==> config.mk <==
export PLATFORM = sky130hd
export DESIGN_NAME = pc_fetch
export DESIGN_NICKNAME = d
export VERILOG_FILES = /design/src/rtl/pc_fetch.sv
export SDC_FILE = /design/constraint.sdc
export NUM_CORES = 1
export LEC_CHECK = 0
export CORE_MARGIN = 4
export CORE_UTILIZATION = 32
export DETAILED_ROUTE_END_ITERATION = 8
export SLEW_MARGIN = 20
export SYNTH_ARGS = -nofsm -noshare
export SYNTH_HDL_FRONTEND = slang
export SYNTH_SLANG_ARGS = --single-unit
export TNS_END_PERCENT = 50
==> constraint.sdc <==
create_clock -name clk -period 6.9 [get_ports clk]
set_input_delay 1.38 -clock clk [delete_from_list [all_inputs] [get_ports clk]]
set_output_delay 1.38 -clock clk [all_outputs]
set_load 0.03 [all_outputs]
==> src/rtl/pc_fetch.sv <==
// Instruction-fetch stage: owns the PC, fetches over a req/ack handshake and holds the word for decode.
// Next PC comes from {jr, j, branch}. A misaligned target or a memory timeout parks the stage in a sticky error.
module pc_fetch #(
  parameter logic [31:0] RESET_PC    = 32'h0000_0000,
  parameter int unsigned ACK_TIMEOUT = 255,
  parameter int unsigned TO_W        = 8
) (
  input  logic        clk,
  input  logic        rst,
  input  logic [2:0]  pc_next_c,
  input  logic [31:0] imm_ext,
  input  logic [25:0] jaddr,
  input  logic [31:0] rs_val,
  output logic        imem_req,
  output logic [31:0] imem_addr,
  input  logic        imem_ack,
  input  logic [31:0] imem_rdata,
  output logic [31:0] instr,
  output logic        instr_valid,
  input  logic        instr_ready,
  output logic [31:0] pc,
  output logic [31:0] pc_plus4,
  output logic [31:0] retired,
  output logic        err,
  output logic [1:0]  err_code
);

  typedef enum logic [1:0] {IDLE, REQ, VALID, ERR} state_t;

  state_t          state, state_nxt;
  logic [TO_W-1:0] to_cnt;
  logic [31:0]     next_pc;
  logic            accept, timeout, misalign;

  assign pc_plus4  = pc + 32'd4;
  assign imem_addr = pc;
  assign accept    = (state == VALID) && instr_ready;
  assign timeout   = (state == REQ) && !imem_ack && (to_cnt == TO_W'(ACK_TIMEOUT - 1));
  assign misalign  = (next_pc[1:0] != 2'b00);

  // Highest select bit wins; branch offset is in words.
  always_comb begin
    next_pc = pc_plus4;
    if (pc_next_c[2])      next_pc = rs_val;
    else if (pc_next_c[1]) next_pc = {pc_plus4[31:28], jaddr, 2'b00};
    else if (pc_next_c[0]) next_pc = pc_plus4 + {imm_ext[29:0], 2'b00};
  end

  always_ff @(posedge clk) begin
    if (rst) state <= IDLE;
    else     state <= state_nxt;
  end

  always_comb begin
    state_nxt   = state;
    imem_req    = 1'b0;
    instr_valid = 1'b0;
    err         = 1'b0;
    case (state)
      IDLE:  state_nxt = REQ;
      REQ: begin
        imem_req = 1'b1;
        if (imem_ack)     state_nxt = VALID;
        else if (timeout) state_nxt = ERR;
      end
      VALID: begin
        instr_valid = 1'b1;
        if (instr_ready) state_nxt = misalign ? ERR : REQ;
      end
      ERR:     err = 1'b1;
      default: state_nxt = IDLE;
    endcase
  end

  // A misaligned accept still retires, but the PC stays on the faulting instruction.
  always_ff @(posedge clk) begin
    if (rst) begin
      pc       <= RESET_PC;
      instr    <= '0;
      retired  <= '0;
      err_code <= 2'b00;
      to_cnt   <= '0;
    end else begin
      if (state == REQ) begin
        if (imem_ack) begin
          instr  <= imem_rdata;
          to_cnt <= '0;
        end else begin
          to_cnt <= to_cnt + TO_W'(1);
          if (timeout) err_code <= 2'b01;
        end
      end
      if (accept) begin
        retired <= retired + 32'd1;
        if (misalign) err_code <= 2'b10;
        else          pc       <= next_pc;
      end
    end
  end

endmodule
## Word-level counts from Yosys, hierarchy flattened

Index checks and enable logic that the tools add are counted.

- Flip-flop bits (word level): 108
- Bits in latches: 0
- Memory bits (writable): 0
- Memory bits (read-only): 0
- Output and inout bits: 165
- Word-level logic and storage cells: 44
- Memories: 0

- $add $sub $neg: 4
- Multipliers: 0
- Divide/modulo/power cells: 0
- Order comparisons: 0
- Equality and inequality tests: 6
- Shift operators: 0
- Muxes and demuxes: 17
- Bitwise operators: 1
- Reduce and logical (&&, ||, !) cells: 10

Operators with widths:

| cell | number |
|---|---|
| $mux W32 | 3 |
| $add A32 B1 Y32 const B | 1 |
| $add A32 B3 Y32 const B | 1 |
| $add A32 B32 Y32 | 1 |
| $mux W2 | 9 |
| $add A8 B1 Y8 const B | 1 |
| $eq A8 B8 Y1 const B | 1 |
| $mux W8 | 1 |
| $pmux W2 S3 | 1 |
| $eq A2 B2 Y1 const B | 2 |
| $reduce_and A2 Y1 | 2 |
| $logic_and A1 B1 Y1 | 3 |
| $mux W1 | 3 |
| $ne A3 B3 Y1 const B | 1 |
| $reduce_and A3 Y1 | 1 |
| $reduce_bool A3 Y1 | 1 |
| $eq A2 B1 Y1 const B | 1 |
| $logic_not A2 Y1 | 1 |
| $ne A2 B2 Y1 const B | 1 |
| $reduce_bool A2 Y1 | 1 |
| $logic_not A1 Y1 | 1 |
| $not A1 Y1 | 1 |

## Longest topological paths before layout

- Word-level depth: 9
- Gate-level depth with buffers: 14
- Gate-level depth less buffers: 13

## Least setup slack after synthesis

OpenSTA, ideal clock, no wires.

- Kind: register -> register
- Start point: register pc[11], in the netlist imem_addr[11]
- End point: register pc[31], in the netlist imem_addr[31]
- Arrival time: 3.893 ns
- Required time: 6.773 ns
- Setup slack: 2.880 ns
- Cell stages (with the launch flop): 13
- Path buffers: 0
- Cell sequence: dfxtp_1 -> nand4_1 -> nor4b_4 -> nand3_1 -> xnor2_1 -> ha_1 -> and2_1 -> a41o_1 -> a221o_1 -> a21oi_1 -> o21ai_0 -> o21ai_0 -> or3b_1

- Longest elaborated chain between the ends: 5

RTL lines:

| what | RTL line | source |
|---|---|---|
| start: declaration | 21 | `output logic [31:0] pc,` |
| start signal: assignment | 96 | `else pc <= next_pc;` |
| $add A32 B3 Y32 | 35 | `assign pc_plus4 = pc + 32'd4;` |
| via pc_plus4[27] | 22 | `output logic [31:0] pc_plus4,` |
| $add A32 B32 Y32 | 46 | `else if (pc_next_c[0]) next_pc = pc_plus4 + {imm_ext[29:0], 2'b00};` |
| $mux W32 | 46 |  |
| $mux W32 | 45 | `else if (pc_next_c[1]) next_pc = {pc_plus4[31:28], jaddr, 2'b00};` |
| $mux W32 | 44 | `if (pc_next_c[2]) next_pc = rs_val;` |

The timed path passes the listed nets, and every way through them passes these cells.
A chain may end at the register's enable or synchronous reset.

## Worst setup path in the final report

- Start point: register pc[2], in the netlist imem_addr[2]
- End point: output port pc_plus4[28]

- Longest elaborated chain between the ends: 1

RTL lines:

| what | RTL line |
|---|---|
| $add A32 B3 Y32 | 35 |
| end: declaration | 22 |

No other way between the ends.

==> impl_metrics.env <==
export IMPL_fp_dieW_um=165
export IMPL_peakVddDrop_mv=0.140
export IMPL_place_congestion=0.945
export IMPL_netlist_area_mm2=0.00786
export IMPL_postPlaceCellArea_mm2=0.0108
export IMPL_antenna_found_initial=0
export IMPL_cts_setup_buffers=0
export IMPL_whs_path_depth=2
export IMPL_vias=8584
export IMPL_insertion_delay_ns=0.36
export IMPL_path_clk_slew_ns=0.09
export IMPL_dp_cells=1583
export IMPL_ctsHoldBuffers=0
export IMPL_synth_cell_types=76
export IMPL_layout_nets=1443
export IMPL_core_mm2=0.0242
export IMPL_combPwrFrac=0.339
export IMPL_viasPerCell=5.37
export IMPL_io_buffers=291
export IMPL_setup_viol=0
export IMPL_rows=57
export IMPL_cts_resized=0
export IMPL_avgRoutedWirePerCell_um=19.2
export IMPL_first_pass_iters=5
export IMPL_path_class="reg2out"
export IMPL_wl_mm=30.7
export IMPL_intPower_mw=1.20
export IMPL_worstPathMaxFanout=10
export IMPL_final_setup_skew_ns=0.00986
export IMPL_die_area_mm2=0.0271
export IMPL_drt_iter0_markers=711
export IMPL_cts_htree_levels=3
export IMPL_timing_fmax_ghz=0.214
export IMPL_worstMarginPinSlew_ns=1.02
export IMPL_switching_power_mw=0.716
export IMPL_grt_pass1_vias=8017
export IMPL_setup_worst_path_end_class="output port"
export IMPL_period_minus_slack_ns=4.67
export IMPL_overflow=0
export IMPL_stdcell_area_mm2=0.0111
export IMPL_cellPowerDensity_mw_per_mm2=173
export IMPL_die_h_um=165
export IMPL_ys_seq_area_frac=0.275
export IMPL_slowest_delay_ns=0.77
export IMPL_post_route_util=0.457
export IMPL_reg2reg_depth=13
export IMPL_grt_usage=0.218
export IMPL_cellLeakagePower_nw=4.17
export IMPL_clock_sinks=108
export IMPL_slowest_stage="clkdlybuf4s50_1"
export IMPL_start_util=0.324
export IMPL_grt_first_pass_wirelength_mm=46.3
export IMPL_rsz0062_at_grt="false"
export IMPL_final_cells=1600
export IMPL_worstHoldEndpoint="instr[2]$_SDFFE_PP0P_"
export IMPL_ys_warn_count=0
export IMPL_cp_start_kind="flip-flop"
export IMPL_cts_tree="built"
export IMPL_post_route_period_util=0.677
export IMPL_ioPinCount=294
export IMPL_dp_hpwl_mm=23.5
export IMPL_synth_nets=1215
export IMPL_clk_path_buf_depth=2
export IMPL_pwr_share_clk=0.295
export IMPL_outcome="finished clean"
export IMPL_reg2reg_to="imem_addr[31]$_SDFFE_PP0P_"
export IMPL_synth_area_per_cell_um2=7.54
export IMPL_cap_violations=0
export IMPL_max_slew_margin_rel=0.323
export IMPL_cts_root_buf="clkbuf_16"
export IMPL_postRouteAntennaNets=0
export IMPL_swShare=0.373
export IMPL_drc=0
export IMPL_area_growth_syn_to_layout_pct=41.1
export IMPL_fillers=2485
export IMPL_synthArstFlopShare=0
export IMPL_ys_flop_type="dfxtp_1"
export IMPL_slew_violations=0
export IMPL_cp_arrival_ns=3.29
export IMPL_r2r_start="imem_addr[2]$_SDFFE_PP0P_"
export IMPL_numCtsBuffers=9
export IMPL_min_path_type="reg2reg"
export IMPL_rrSetupSlack_ns=2.44
export IMPL_grt_max_degree=69
export IMPL_critPathLaunch="imem_addr[2]$_SDFFE_PP0P_"
export IMPL_synth_edf_count=0
export IMPL_crit_path_cell_trace="ha_1 -> nand4_1 -> nor2_2 -> nand3_1 -> xnor2_1 -> clkdlybuf4s50_1"
export IMPL_drive_gt1_frac=0.0345
export IMPL_hold_viol_final=0
export IMPL_power_mw=1.92
export IMPL_synthCells=1042
export IMPL_required_ns=5.52
export IMPL_fin_setup_tns_ns=0
export IMPL_ys_ff_latch=108
export IMPL_seqPwrFrac=0.367
export IMPL_hp_start="instr[2]$_SDFFE_PP0P_"
## flip-flops by register name, indices dropped and copies added (netlist names)
register,count
err_code,2
imem_addr,32
instr,32
retired,32
state,2
to_cnt,8
## worst max-delay path: cells and delay by family, from the launching register on
kind	cells	cell delay, ns
xor gates and xnor gates	1	0.45
adders and majority gates	1	0.26
buffers and inverters	1	0.77
DFF	1	0.49
and+or+nand+nor	3	0.96
## stage by stage
step                hold WS [ns]  worst slack, ns
floorplan                  0.472             2.88
global placement           0.441             2.30
detailed placement         0.446             2.26
CTS                        0.459             2.20
global route               0.479             1.99
finish                     0.456             2.23
## layer usage
| metal | part of all wire | up-vias | track usage |
|---|---|---|---|
| met2 | 0.44 | 361 | 0.347 |
| met4 | 0.020 | 0 | 0.0544 |
| met5 | 0 | - | 0 |
| met1 | 0.44 | 3975 | 0.297 |
| li1 | - | 4217 | - |
| met3 | 0.093 | 31 | 0.0512 |
## how the worst max path moves through the flow
| stage | to | slack, ns | depth (start not counted) |
|---|---|---|---|
| 2_1_floorplan | imem_addr[31]$_SDFFE_PP0P_ | 2.88 | 12 |
| 3_3_place_gp | imem_addr[13]$_SDFFE_PP0P_ | 2.30 | 9 |
| 3_5_place_dp | imem_addr[30]$_SDFFE_PP0P_ | 2.26 | 9 |
| 4_1_cts | pc_plus4[16] | 2.20 | 6 |
| 5_1_grt | pc_plus4[28] | 1.99 | 6 |
| 6_report | pc_plus4[28] | 2.23 | 6 |
## cell type report
class / instances / area [um^2] / area share
tap: 324 / 405 / 0.0365
sequential: 108 / 2160 / 0.195
clock inverter: 7 / 93.8 / 0.00846
timing repair buffer: 303 / 3000 / 0.271
antenna: 1 / 2.50 / 0.000226
multi-input combinational: 828 / 5120 / 0.462
inverter: 20 / 75.1 / 0.00677
clock buffer: 9 / 225 / 0.0203
## cell usage after synthesis, types with 4 or more instances
cell type  number  area (um^2)
nand2_1       145          544
dfxtp_1       108         2160
nor2_1        100          375
a21oi_1        94          470
o21ai_0        50          250
ha_1           43          538
clkbuf_1       38          143
nand3_1        38          190
nand4_1        36          225
buf_4          35          263
xor2_1         35          307
xnor2_1        31          272
nor3_1         28          140
and3_1         21          131
inv_1          20         75.1
a21o_1         18          135
a211oi_1       17          128
or3_1          15         93.8
o22ai_1        10         62.6
and4_1          9         78.8
o21a_1          8         60.1
a21boi_0        7         52.6
o211ai_1        7         52.6
o221ai_1        7         61.3
a221oi_1        6         52.6
a31oi_1         6         37.5
mux2i_1         6         60.1
o21bai_1        6         45.0
a211o_1         5         43.8
nor2b_1         5         31.3
nor4_1          5         31.3
a221o_1         4         40.0
and2_1          4         25.0
buf_1           4         15.0
buf_2           4         20.0
o211a_1         4         40.0
o31ai_1         4         30.0
## power groups by stage
| stage | logic [mW] | registers [mW] | clock network (mW) |
|---|---|---|---|
| floorplan | 0.326 | 0.778 | 0 |
| global placement | 0.644 | 0.716 | 0 |
| detailed placement | 0.650 | 0.719 | 0 |
| CTS | 0.654 | 0.704 | 0.592 |
| global route | 0.704 | 0.710 | 0.617 |
| finish | 0.650 | 0.704 | 0.565 |
## cell usage in the layout, fill, tap and decap left out, types with 18 or more instances in the layout
cell             Yosys  final
clkdlybuf4s50_1      0    289
nand2_1            145    145
dfxtp_1            108    108
nor2_1             100    100
a21oi_1             94     94
o21ai_0             50     50
ha_1                43     43
nand3_1             38     38
nand4_1             36     36
xor2_1              35     35
xnor2_1             31     31
nor3_1              28     28
and3_1              21     21
inv_1               20     20
a21o_1              18     18
## cell families after synthesis
group,count (synthesis),synth area share
and+or+nand+nor,425,0.258
DFF,108,0.275
buffers and inverters,106,0.0731
muxes,6,0.00764
xor gates and xnor gates,66,0.0735
AOI/OAI and AO/OA,287,0.242
adders and majority gates,44,0.0710
No activity file was read; power rests on OpenSTA's default activity.
